`src/rtl/ssf_pkg.sv`:
```
// Constants shared by the SSF bank, its output mux and the output collector.
package ssf_pkg;

    localparam int SSF_DATA_W = 32;

    localparam logic [1:0] SSF_EN_IDLE  = 2'd0;
    localparam logic [1:0] SSF_EN_VALID = 2'd1;
    localparam logic [1:0] SSF_REQ_ON   = 2'd1;

    // Codes 2 and 3 are never driven by a healthy bank.
    function automatic logic ssf_en_illegal(input logic [1:0] en);
        return en[1];
    endfunction

endpackage

```
`src/rtl/ssf_out_collector_if.sv`:
```
// Bank-side sample bus plus the readout valid/ready stream of the output collector.
interface ssf_out_collector_if
    import ssf_pkg::*;
#(
    parameter int DATA_W = SSF_DATA_W,
    parameter int TAG_W  = 16
);
    logic [DATA_W-1:0] in_data;
    logic [1:0]        in_en;
    logic [DATA_W-1:0] m_data;
    logic [TAG_W-1:0]  m_tag;
    logic              m_valid;
    logic              m_ready;

    modport master (
        input  in_data, in_en, m_ready,
        output m_data, m_tag, m_valid
    );

    modport slave (
        output in_data, in_en, m_ready,
        input  m_data, m_tag, m_valid
    );
endinterface

```
`src/rtl/ssf_sync_fifo.sv`:
```
// Synchronous first-word-fall-through FIFO; a push into a full FIFO is taken
// only when the head is popped on the same edge.
module ssf_sync_fifo #(
    parameter  int WIDTH = 48,
    parameter  int DEPTH = 64,
    localparam int PTR_W = $clog2(DEPTH),
    localparam int LVL_W = PTR_W + 1
) (
    input  logic             clk,
    input  logic             rst,
    input  logic             clear,
    input  logic             push,
    input  logic             pop,
    input  logic [WIDTH-1:0] wdata,
    output logic [WIDTH-1:0] rdata,
    output logic [LVL_W-1:0] level,
    output logic             full,
    output logic             empty
);
    logic [WIDTH-1:0] mem_q [DEPTH];
    logic [PTR_W-1:0] wr_ptr_q, wr_ptr_d;
    logic [PTR_W-1:0] rd_ptr_q, rd_ptr_d;
    logic [LVL_W-1:0] level_q, level_d;
    logic             do_push, do_pop;

    assign empty   = (level_q == '0);
    assign full    = (level_q == LVL_W'(DEPTH));
    assign do_pop  = pop && !empty && !clear;
    assign do_push = push && (!full || do_pop) && !clear;

    always_comb begin
        // NOTE: every variable gets a default first so no path leaves it unassigned (no latch).
        wr_ptr_d = wr_ptr_q;
        rd_ptr_d = rd_ptr_q;
        level_d  = level_q;
        if (clear) begin
            wr_ptr_d = '0;
            rd_ptr_d = '0;
            level_d  = '0;
        end else begin
            if (do_push) wr_ptr_d = wr_ptr_q + 1'b1;
            if (do_pop)  rd_ptr_d = rd_ptr_q + 1'b1;
            if (do_push && !do_pop)      level_d = level_q + 1'b1;
            else if (do_pop && !do_push) level_d = level_q - 1'b1;
        end
    end

    // NOTE: state flops use non-blocking assignments so every flop samples pre-edge values.
    always_ff @(posedge clk or posedge rst) begin
        if (rst) begin
            wr_ptr_q <= '0;
            rd_ptr_q <= '0;
            level_q  <= '0;
        end else begin
            wr_ptr_q <= wr_ptr_d;
            rd_ptr_q <= rd_ptr_d;
            level_q  <= level_d;
        end
    end

    // NOTE: storage has no reset; stale words are never visible because rdata is masked while empty.
    always_ff @(posedge clk) begin
        if (do_push) mem_q[wr_ptr_q] <= wdata;
    end

    assign rdata = empty ? '0 : mem_q[rd_ptr_q];
    assign level = level_q;

endmodule

```
`src/rtl/ssf_out_collector.sv`:
```
// Tags each valid SSF bank sample, buffers it for the readout stream and
// tracks drops and illegal enable codes.
module ssf_out_collector
    import ssf_pkg::*;
#(
    parameter  int DATA_W = SSF_DATA_W,
    parameter  int DEPTH  = 64,
    parameter  int TAG_W  = 16,
    parameter  int OVF_W  = 16,
    localparam int LVL_W  = $clog2(DEPTH) + 1
) (
    input  logic                clk,
    input  logic                rst,
    ssf_out_collector_if.master bus,
    input  logic                clear,
    output logic [LVL_W-1:0]    level,
    output logic                ovf,
    output logic [OVF_W-1:0]    ovf_cnt,
    output logic                bad_en
);
    logic             push, pop, accept, full, empty;
    logic [TAG_W-1:0] seq_q, seq_d;
    logic             ovf_q, ovf_d;
    logic [OVF_W-1:0] ovf_cnt_q, ovf_cnt_d;
    logic             bad_en_q, bad_en_d;

    assign push   = (bus.in_en == SSF_EN_VALID);
    assign pop    = bus.m_valid && bus.m_ready;
    assign accept = push && (!full || pop);

    ssf_sync_fifo #(
        .WIDTH (DATA_W + TAG_W),
        .DEPTH (DEPTH)
    ) u_fifo (
        .clk   (clk),
        .rst   (rst),
        .clear (clear),
        .push  (push),
        .pop   (pop),
        .wdata ({bus.in_data, seq_q}),
        .rdata ({bus.m_data, bus.m_tag}),
        .level (level),
        .full  (full),
        .empty (empty)
    );

    // The tag advances on dropped samples too, so drops show up as tag gaps downstream.
    always_comb begin
        seq_d     = seq_q;
        ovf_d     = ovf_q;
        ovf_cnt_d = ovf_cnt_q;
        bad_en_d  = bad_en_q;
        if (clear) begin
            seq_d     = '0;
            ovf_d     = 1'b0;
            ovf_cnt_d = '0;
            bad_en_d  = 1'b0;
        end else begin
            if (push) seq_d = seq_q + 1'b1;
            if (push && !accept) begin
                ovf_d = 1'b1;
                if (ovf_cnt_q != '1) ovf_cnt_d = ovf_cnt_q + 1'b1;
            end
            if (ssf_en_illegal(bus.in_en)) bad_en_d = 1'b1;
        end
    end

    always_ff @(posedge clk or posedge rst) begin
        if (rst) begin
            seq_q     <= '0;
            ovf_q     <= 1'b0;
            ovf_cnt_q <= '0;
            bad_en_q  <= 1'b0;
        end else begin
            seq_q     <= seq_d;
            ovf_q     <= ovf_d;
            ovf_cnt_q <= ovf_cnt_d;
            bad_en_q  <= bad_en_d;
        end
    end

    assign bus.m_valid = !empty;
    assign ovf         = ovf_q;
    assign ovf_cnt     = ovf_cnt_q;
    assign bad_en      = bad_en_q;

endmodule

```
`src/flat_wrapper.sv`:
```
// flat-port wrapper written by rule: the top's interface ports become plain ports
module ssf_out_collector_flat import ssf_pkg::*;
#(
    parameter  int DATA_W = SSF_DATA_W,
    parameter  int DEPTH  = 64,
    parameter  int TAG_W  = 16,
    parameter  int OVF_W  = 16,
    localparam int LVL_W  = $clog2(DEPTH) + 1
)
  (clk, rst, clear, level, ovf, ovf_cnt, bad_en, bus_in_data, bus_in_en, bus_m_ready, bus_m_data, bus_m_tag, bus_m_valid);
  ssf_out_collector_if #(.DATA_W(DATA_W), .TAG_W(TAG_W)) bus_i ();
  input  logic clk;
  input  logic rst;
  input  logic clear;
  output logic [LVL_W-1:0] level;
  output logic ovf;
  output logic [OVF_W-1:0] ovf_cnt;
  output logic bad_en;
  input wire logic [$bits(bus_i.in_data)-1:0] bus_in_data;
  input wire logic [$bits(bus_i.in_en)-1:0] bus_in_en;
  input wire logic [$bits(bus_i.m_ready)-1:0] bus_m_ready;
  output wire logic [$bits(bus_i.m_data)-1:0] bus_m_data;
  output wire logic [$bits(bus_i.m_tag)-1:0] bus_m_tag;
  output wire logic [$bits(bus_i.m_valid)-1:0] bus_m_valid;
  assign bus_i.in_data = bus_in_data;
  assign bus_i.in_en = bus_in_en;
  assign bus_i.m_ready = bus_m_ready;
  assign bus_m_data = bus_i.m_data;
  assign bus_m_tag = bus_i.m_tag;
  assign bus_m_valid = bus_i.m_valid;
  ssf_out_collector #(.DATA_W(DATA_W), .DEPTH(DEPTH), .TAG_W(TAG_W), .OVF_W(OVF_W)) u_core (.clk(clk), .rst(rst), .bus(bus_i), .clear(clear), .level(level), .ovf(ovf), .ovf_cnt(ovf_cnt), .bad_en(bad_en));
endmodule
```
`config.mk`:
```
export PLATFORM = sky130hd
export DESIGN_NAME = ssf_out_collector_flat
export DESIGN_NICKNAME = d
export VERILOG_FILES = /design/src/rtl/ssf_pkg.sv /design/src/rtl/ssf_out_collector_if.sv /design/src/rtl/ssf_sync_fifo.sv /design/src/rtl/ssf_out_collector.sv /design/src/flat_wrapper.sv
export SDC_FILE = /design/constraint.sdc
export NUM_CORES = 2
export LEC_CHECK = 0
export ABC_AREA = 1
export ABC_CLOCK_PERIOD_IN_PS = 11800
export CORE_MARGIN = 8
export CORE_UTILIZATION = 45
export DETAILED_ROUTE_END_ITERATION = 8
export GPL_TIMING_DRIVEN = 1
export SKIP_CTS_REPAIR_TIMING = 1
export SLEW_MARGIN = 40
export SYNTH_ARGS = -nofsm -noshare
export SYNTH_HDL_FRONTEND = slang
export SYNTH_HIERARCHICAL = 1
export SYNTH_SLANG_ARGS = --single-unit
```
`constraint.sdc`:
```
create_clock -name clk -period 11.8 [get_ports clk]
set_clock_uncertainty 0.2 [all_clocks]
set_input_delay 1.18 -clock clk [delete_from_list [all_inputs] [get_ports clk]]
set_output_delay 1.18 -clock clk [all_outputs]
set_load 0.02 [all_outputs]
```
**Word-level counts from Yosys, hierarchy flattened**

Memories as Yosys holds them, arrays and structs flattened.
Index checks and enable logic that the tools add are counted.

- Add/subtract/negate cells: 6
- $mul: 0
- Div/mod/pow operators: 0
- $lt $le $gt $ge: 0
- Eq/ne operators: 3
- Shifts and indexed selects: 0
- Mux-type cells: 19
- Bitwise logic cells: 0
- Reduce and logical (&&, ||, !) cells: 26

Operator list:

| cell | number |
|---|---|
| 16-bit 2-to-1 mux | 5 |
| 48-bit 2-to-1 mux | 1 |
| 16-bit by 1-bit adder with 16-bit output (second input constant) | 2 |
| 6-bit 2-to-1 mux | 4 |
| 7-bit 2-to-1 mux | 3 |
| 16-bit != test (second input constant) | 1 |
| 6-bit by 1-bit adder with 6-bit output (second input constant) | 2 |
| 2-bit nonzero test | 6 |
| 1-bit logical AND | 9 |
| 7-bit by 1-bit adder with 7-bit output (second input constant) | 1 |
| 7-bit == test (second input constant) | 1 |
| 7-bit zero test | 1 |
| 7-bit by 1-bit subtractor with 7-bit output (second input constant) | 1 |
| 1-bit zero test | 6 |
| 1-bit 2-to-1 mux | 6 |
| 3-bit nonzero test | 1 |
| 2-bit by 1-bit == test with 1-bit output (second input constant) | 1 |
| 1-bit logical OR | 2 |
| 2-bit AND reduction | 1 |

- Register bits: 53
- Latch bits: 0
- Memory bits (writable): 3072
- Memory bits (read-only): 0
- Input port bits: 38
- Output and inout port bits: 74
- Word-level logic and storage cells: 62
- Memories: 1

Memories:

| name | depth | width | rd ports | clocked after memory_dff | write ports | line | text |
|---|---|---|---|---|---|---|---|
| u_core.u_fifo.mem_q | 64 | 48 | 1 | 0 | 1 | ssf_sync_fifo.sv:20 | `logic [WIDTH-1:0] mem_q [DEPTH];` |

**Depth between registers and ports, before layout**

- Depth in word-level cells: 13
- Depth in mapped cells: 17
- Gate-level depth less buffers: 15

**Hierarchy**

The synthesis kept the hierarchy.

Modules (own cells, without submodules):

| module | times used | cells an instance | area each (um^2) | seq. area each (um^2) |
|---|---|---|---|---|
| ssf_sync_fifo | 1 | 10355 | 124668.3 | 92723.9 |
| ssf_out_collector | 1 | 300 | 2065.7 | 850.8 |

**Least setup slack after synthesis**

No wires, ideal clock.

- Kind: input to register
- Start: in bus_m_ready
- End: mem u_core.u_fifo.mem_q[0][0] (enable)
- Library setup time: 0.454 ns
- Arrival time: 4.262 ns
- Data required time: 11.146 ns
- Setup slack: 6.885 ns
- Stages: 10
- Path buffers: 0
- Cell sequence: inv_1 -> nor2_1 -> o21ai_1 -> inv_2 -> nand2_1 -> nand2_1 -> nand3_2 -> inv_2 -> nand4_4 -> nor2_1

- Word-level cells in the longest chain between the ends: 8

Ends and longest elaborated chain:

| item | line | text |
|---|---|---|
| start: declaration | flat_wrapper.sv:21 | `input wire logic [$bits(bus_i.m_ready)-1:0] bus_m_ready;` |
| 1-bit logical AND | ssf_out_collector.sv:28 | `assign pop = bus.m_valid && bus.m_ready;` |
| via u_core.pop | ssf_out_collector.sv:21 | `logic push, pop, accept, full, empty;` |
| 1-bit logical AND (2 in series) | ssf_sync_fifo.sv:28 | `assign do_pop = pop && !empty && !clear;` |
| 1-bit logical OR | ssf_sync_fifo.sv:29 | `assign do_push = push && (!full \|\| do_pop) && !clear;` |
| 1-bit logical AND (2 in series) | ssf_sync_fifo.sv:29 |  |
| 1-bit 2-to-1 mux | ssf_sync_fifo.sv:63 | `if (do_push) mem_q[wr_ptr_q] <= wdata;` |
| 1-bit 2-to-1 mux (implied by the code) | ssf_sync_fifo.sv:63 |  |
| end: declaration | ssf_sync_fifo.sv:20 |  |

The timed path passes the listed nets, and every way through them passes these cells.

**Worst setup path after layout**

- Start: reg u_core.u_fifo.rd_ptr_q[0]
- End: out bus_m_data[1]

- Word-level cells in the longest chain between the ends: 2

Ends and longest elaborated chain:

| item | line | text |
|---|---|---|
| start: declaration | ssf_sync_fifo.sv:22 | `logic [PTR_W-1:0] rd_ptr_q, rd_ptr_d;` |
| start signal: assignment | ssf_sync_fifo.sv:56 | `rd_ptr_q <= rd_ptr_d;` |
| memory 64 x 48 bit | -- |  |
| 48-bit 2-to-1 mux | ssf_sync_fifo.sv:66 | `assign rdata = empty ? '0 : mem_q[rd_ptr_q];` |
| end: declaration | flat_wrapper.sv:22 | `output wire logic [$bits(bus_i.m_data)-1:0] bus_m_data;` |

No other way between the ends.

==> results.sh <==
export IMPL_outcome="complete, no violations"
export IMPL_async_reset_ff_frac=0.0170
export IMPL_multi_input_area_mm2=0.0299
export IMPL_yosysTopAreaCell="edfxtp_1"
export IMPL_setup_violations=0
export IMPL_grt_usage=0.257
export IMPL_cts_buffers=328
export IMPL_grt_max_degree=172
export IMPL_cts_sinks=3125
export IMPL_ys_seq_elements=3125
export IMPL_path_class="flip-flop to primary output"
export IMPL_final_core_util=0.508
export IMPL_routedWlPerCell_um=27.2
export IMPL_die_h_um=547
export IMPL_avgSynthCellArea_um2=11.9
export IMPL_mostFrequentLayoutCells="nand2_1, edfxtp_1, nand3_1, clkbuf_16, nor2_1"
export IMPL_peakVddDrop_uv=197
export IMPL_drive_gt1_frac=0.0762
export IMPL_synthCells=10700
export IMPL_ys_top_cells_by_area="edfxtp_1, nand2_1, nand3_1"
export IMPL_seq_area_mm2=0.0936
export IMPL_antenna_found_initial=10
export IMPL_dpl_hpwl_mm=195
export IMPL_cp_cell_sequence="inv_16 > buf_16 > buf_16 > buf_4 > buf_6 > nand2_1 > nand3_1 > nand3_1 > nand2_1 > nand2_1 > nand2_1 > nand2_1 > nand3_1 > nand2_1 > nor2_1 > clkdlybuf4s50_1"
export IMPL_synth_edf_count=3072
export IMPL_worstMarginPinSlew_ns=0.945
export IMPL_critPathSlowestCell="clkdlybuf4s50_1"
export IMPL_required_ns=10.42
export IMPL_syn_nets=10700
export IMPL_start_kind="flip-flop"
export IMPL_crit_top_cell="nand2_1"
export IMPL_powerDensity_mw_per_mm2=180
export IMPL_drt_iter0_drc=10600
export IMPL_cp_buffers_inverters=6
export IMPL_first_pass_iters=8
export IMPL_final_common_cell="nand2_1"
export IMPL_area_growth_pct=12.7
export IMPL_fillers=23900
export IMPL_maxSlewViolCount=0
export IMPL_maxSlewHeadroom=0.370
export IMPL_synth_cell_area_mm2=0.127
export IMPL_grt_pass1_wl_mm=571
export IMPL_ys_flop_type="edfxtp_1"
export IMPL_num_rows=195
export IMPL_core_area_mm2=0.281
export IMPL_die_area_mm2=0.299
export IMPL_slowest_delay_ns=0.67
export IMPL_cts_buffer_depth=4
export IMPL_fin_nets=10700
export IMPL_clkLatencyLatePin_ns=0.90
export IMPL_final_antenna_net_count=0
export IMPL_synthDistinctLibCells=41
export IMPL_drc=0
export IMPL_yosysSeqAreaShare=0.738
export IMPL_grt_pass1_vias=81700
export IMPL_cp_data_arrival_time_ns=5.87
export IMPL_io_buffers=111
export IMPL_netlist_area_leader_share=0.728
export IMPL_r2r_setup_slack_ns=6.85
export IMPL_fmax_mhz=138
export IMPL_drv_cap=0
export IMPL_finalSetupTns_ns=0
export IMPL_initial_utilization=0.451
export IMPL_pin_count=112
export IMPL_finalCritPeriodShare=0.614
export IMPL_gr_total_overflow=0
export IMPL_path_max_fanout=105
export IMPL_end_kind="primary output"
export IMPL_fp_dieW_um=547
export IMPL_p_leak_nw=50.2
export IMPL_crit_family="buffers and inverters"
export IMPL_clkSlewWorstSetupHoldPaths_ns=0.06
export IMPL_tritoncts="done"
export IMPL_hold_path_class="flip-flop to flip-flop"
export IMPL_via_per_inst=5.89
export IMPL_place_gp_congestion=0.803
export IMPL_vias=86100
export IMPL_cts_root_buf="clkbuf_16"
export IMPL_fin_crit_ns=7.25
export IMPL_ys_warn_count=6
export IMPL_rsz0062_at_grt="false"
export IMPL_htree_num_levels=5
export IMPL_wirelength_mm=397
export IMPL_hold_viol=0
==> flip-flops by register name, indices dropped and copies added (netlist names) <==
register / cells
u_core/bad_en: 1
u_core/ovf: 1
u_core/ovf_cnt: 16
u_core/seq_q: 16
u_core/u_fifo/level: 7
u_core/u_fifo/mem_q: 3072
u_core/u_fifo/rd_ptr_q: 6
u_core/u_fifo/wr_ptr_q: 6
==> worst register-to-register path: cells and delay by family, from the launching register on <==
| kind | cells | cell delay [ns] |
|---|---|---|
| AOI/OAI and AO/OA | 1 | 0.16 |
| buffers and inverters | 3 | 1.50 |
| DFF | 1 | 0.43 |
| and+or+nand+nor | 10 | 2.21 |
==> synthesized netlist by cell type (2+ instances only) <==
| cell type | n |
|---|---|
| a31oi_1 | 4 |
| ha_1 | 10 |
| or2_2 | 2 |
| dfrtp_1 | 53 |
| nand3_2 | 6 |
| o22ai_1 | 24 |
| buf_6 | 17 |
| clkbuf_1 | 126 |
| inv_2 | 12 |
| nand2_1 | 3624 |
| buf_2 | 395 |
| buf_4 | 82 |
| xor2_1 | 10 |
| a21o_1 | 2 |
| nand3_1 | 2661 |
| nor2_1 | 258 |
| nor3_1 | 8 |
| a21oi_1 | 61 |
| or2_0 | 2 |
| nand4_4 | 4 |
| edfxtp_1 | 3072 |
| buf_1 | 63 |
| o31ai_1 | 2 |
| nand2_4 | 2 |
| o21ai_1 | 7 |
| xnor2_1 | 2 |
| nand4_1 | 9 |
| nand2_2 | 2 |
| o21ai_0 | 61 |
| nor2_2 | 6 |
| o21a_1 | 2 |
| inv_1 | 57 |
==> report_power, final <==
group | internal [mW] | switching (mW) | total, mW | leakage, nW
Sequential | 12.2 | 0.0357 | 12.2 | 28.3
Combinational | 0.948 | 2.37 | 3.31 | 16.8
Clock | 5.95 | 4.24 | 10.2 | 5.12
==> kinds of logic after synthesis <==
group                      synth area share
xor gates and xnor gates           0.000829
adders and majority gates           0.00115
buffers and inverters                0.0297
DFF                                   0.738
and+or+nand+nor                       0.223
AOI/OAI and AO/OA                   0.00696
==> worst paths after layout <==
path | start | end | depth (start not counted)
max | u_core/u_fifo/rd_ptr_q[0]$_DFFE_PP0P_ | bus_m_data[1] | 16
min | u_core/bad_en$_DFFE_PP0P_ | u_core/bad_en$_DFFE_PP0P_ | 2
max reg2reg | u_core/u_fifo/level[0]$_DFFE_PP0P_ | u_core/u_fifo/mem_q[13][26]$_DFFE_PP_ | 14
min reg2reg | u_core/bad_en$_DFFE_PP0P_ | u_core/bad_en$_DFFE_PP0P_ | 2
max in group asynchronous | rst | u_core/seq_q[13]$_DFFE_PP0P_ | 3
min in group asynchronous | rst | u_core/u_fifo/level[1]$_DFFE_PP0P_ | 2
==> layer usage <==
metal,global-route usage,vias to the layer above,wire (um)
met5,0,-,51
met4,0.102,8,17400
met3,0.0438,843,38500
met2,0.410,4647,183000
met1,0.354,43000,159000
li1,-,37600,-
==> area by class of cell <==
cell class	count	area share
Tap cell	3743	0.0328
Clock buffer	414	0.0616
Inverter	71	0.00227
Timing Repair Buffer	325	0.0264
Antenna cell	8	0.000140
Sequential cell	3125	0.656
Clock inverter	166	0.0116
Multi-Input combinational cell	6776	0.209
==> through the flow <==
| stage | cells | power, mW | worst slack [ns] | instance area (um2) | hold slack [ns] |
|---|---|---|---|---|---|
| 2_1_floorplan | 10700 | 14.5 | 6.88 | 127000 | 0.287 |
| 3_3_place_gp | 14000 | 15.7 | 5.22 | 131000 | 0.286 |
| 3_5_place_dp | 14000 | 15.7 | 5.28 | 132000 | 0.288 |
| 4_1_cts | 14600 | 25.8 | 4.31 | 143000 | 0.305 |
| 5_1_grt | 14600 | 26.5 | 4.34 | 143000 | 0.347 |
| 6_report | 14600 | 25.7 | 4.55 | 143000 | 0.299 |
(Power assumes the default switching activity.)
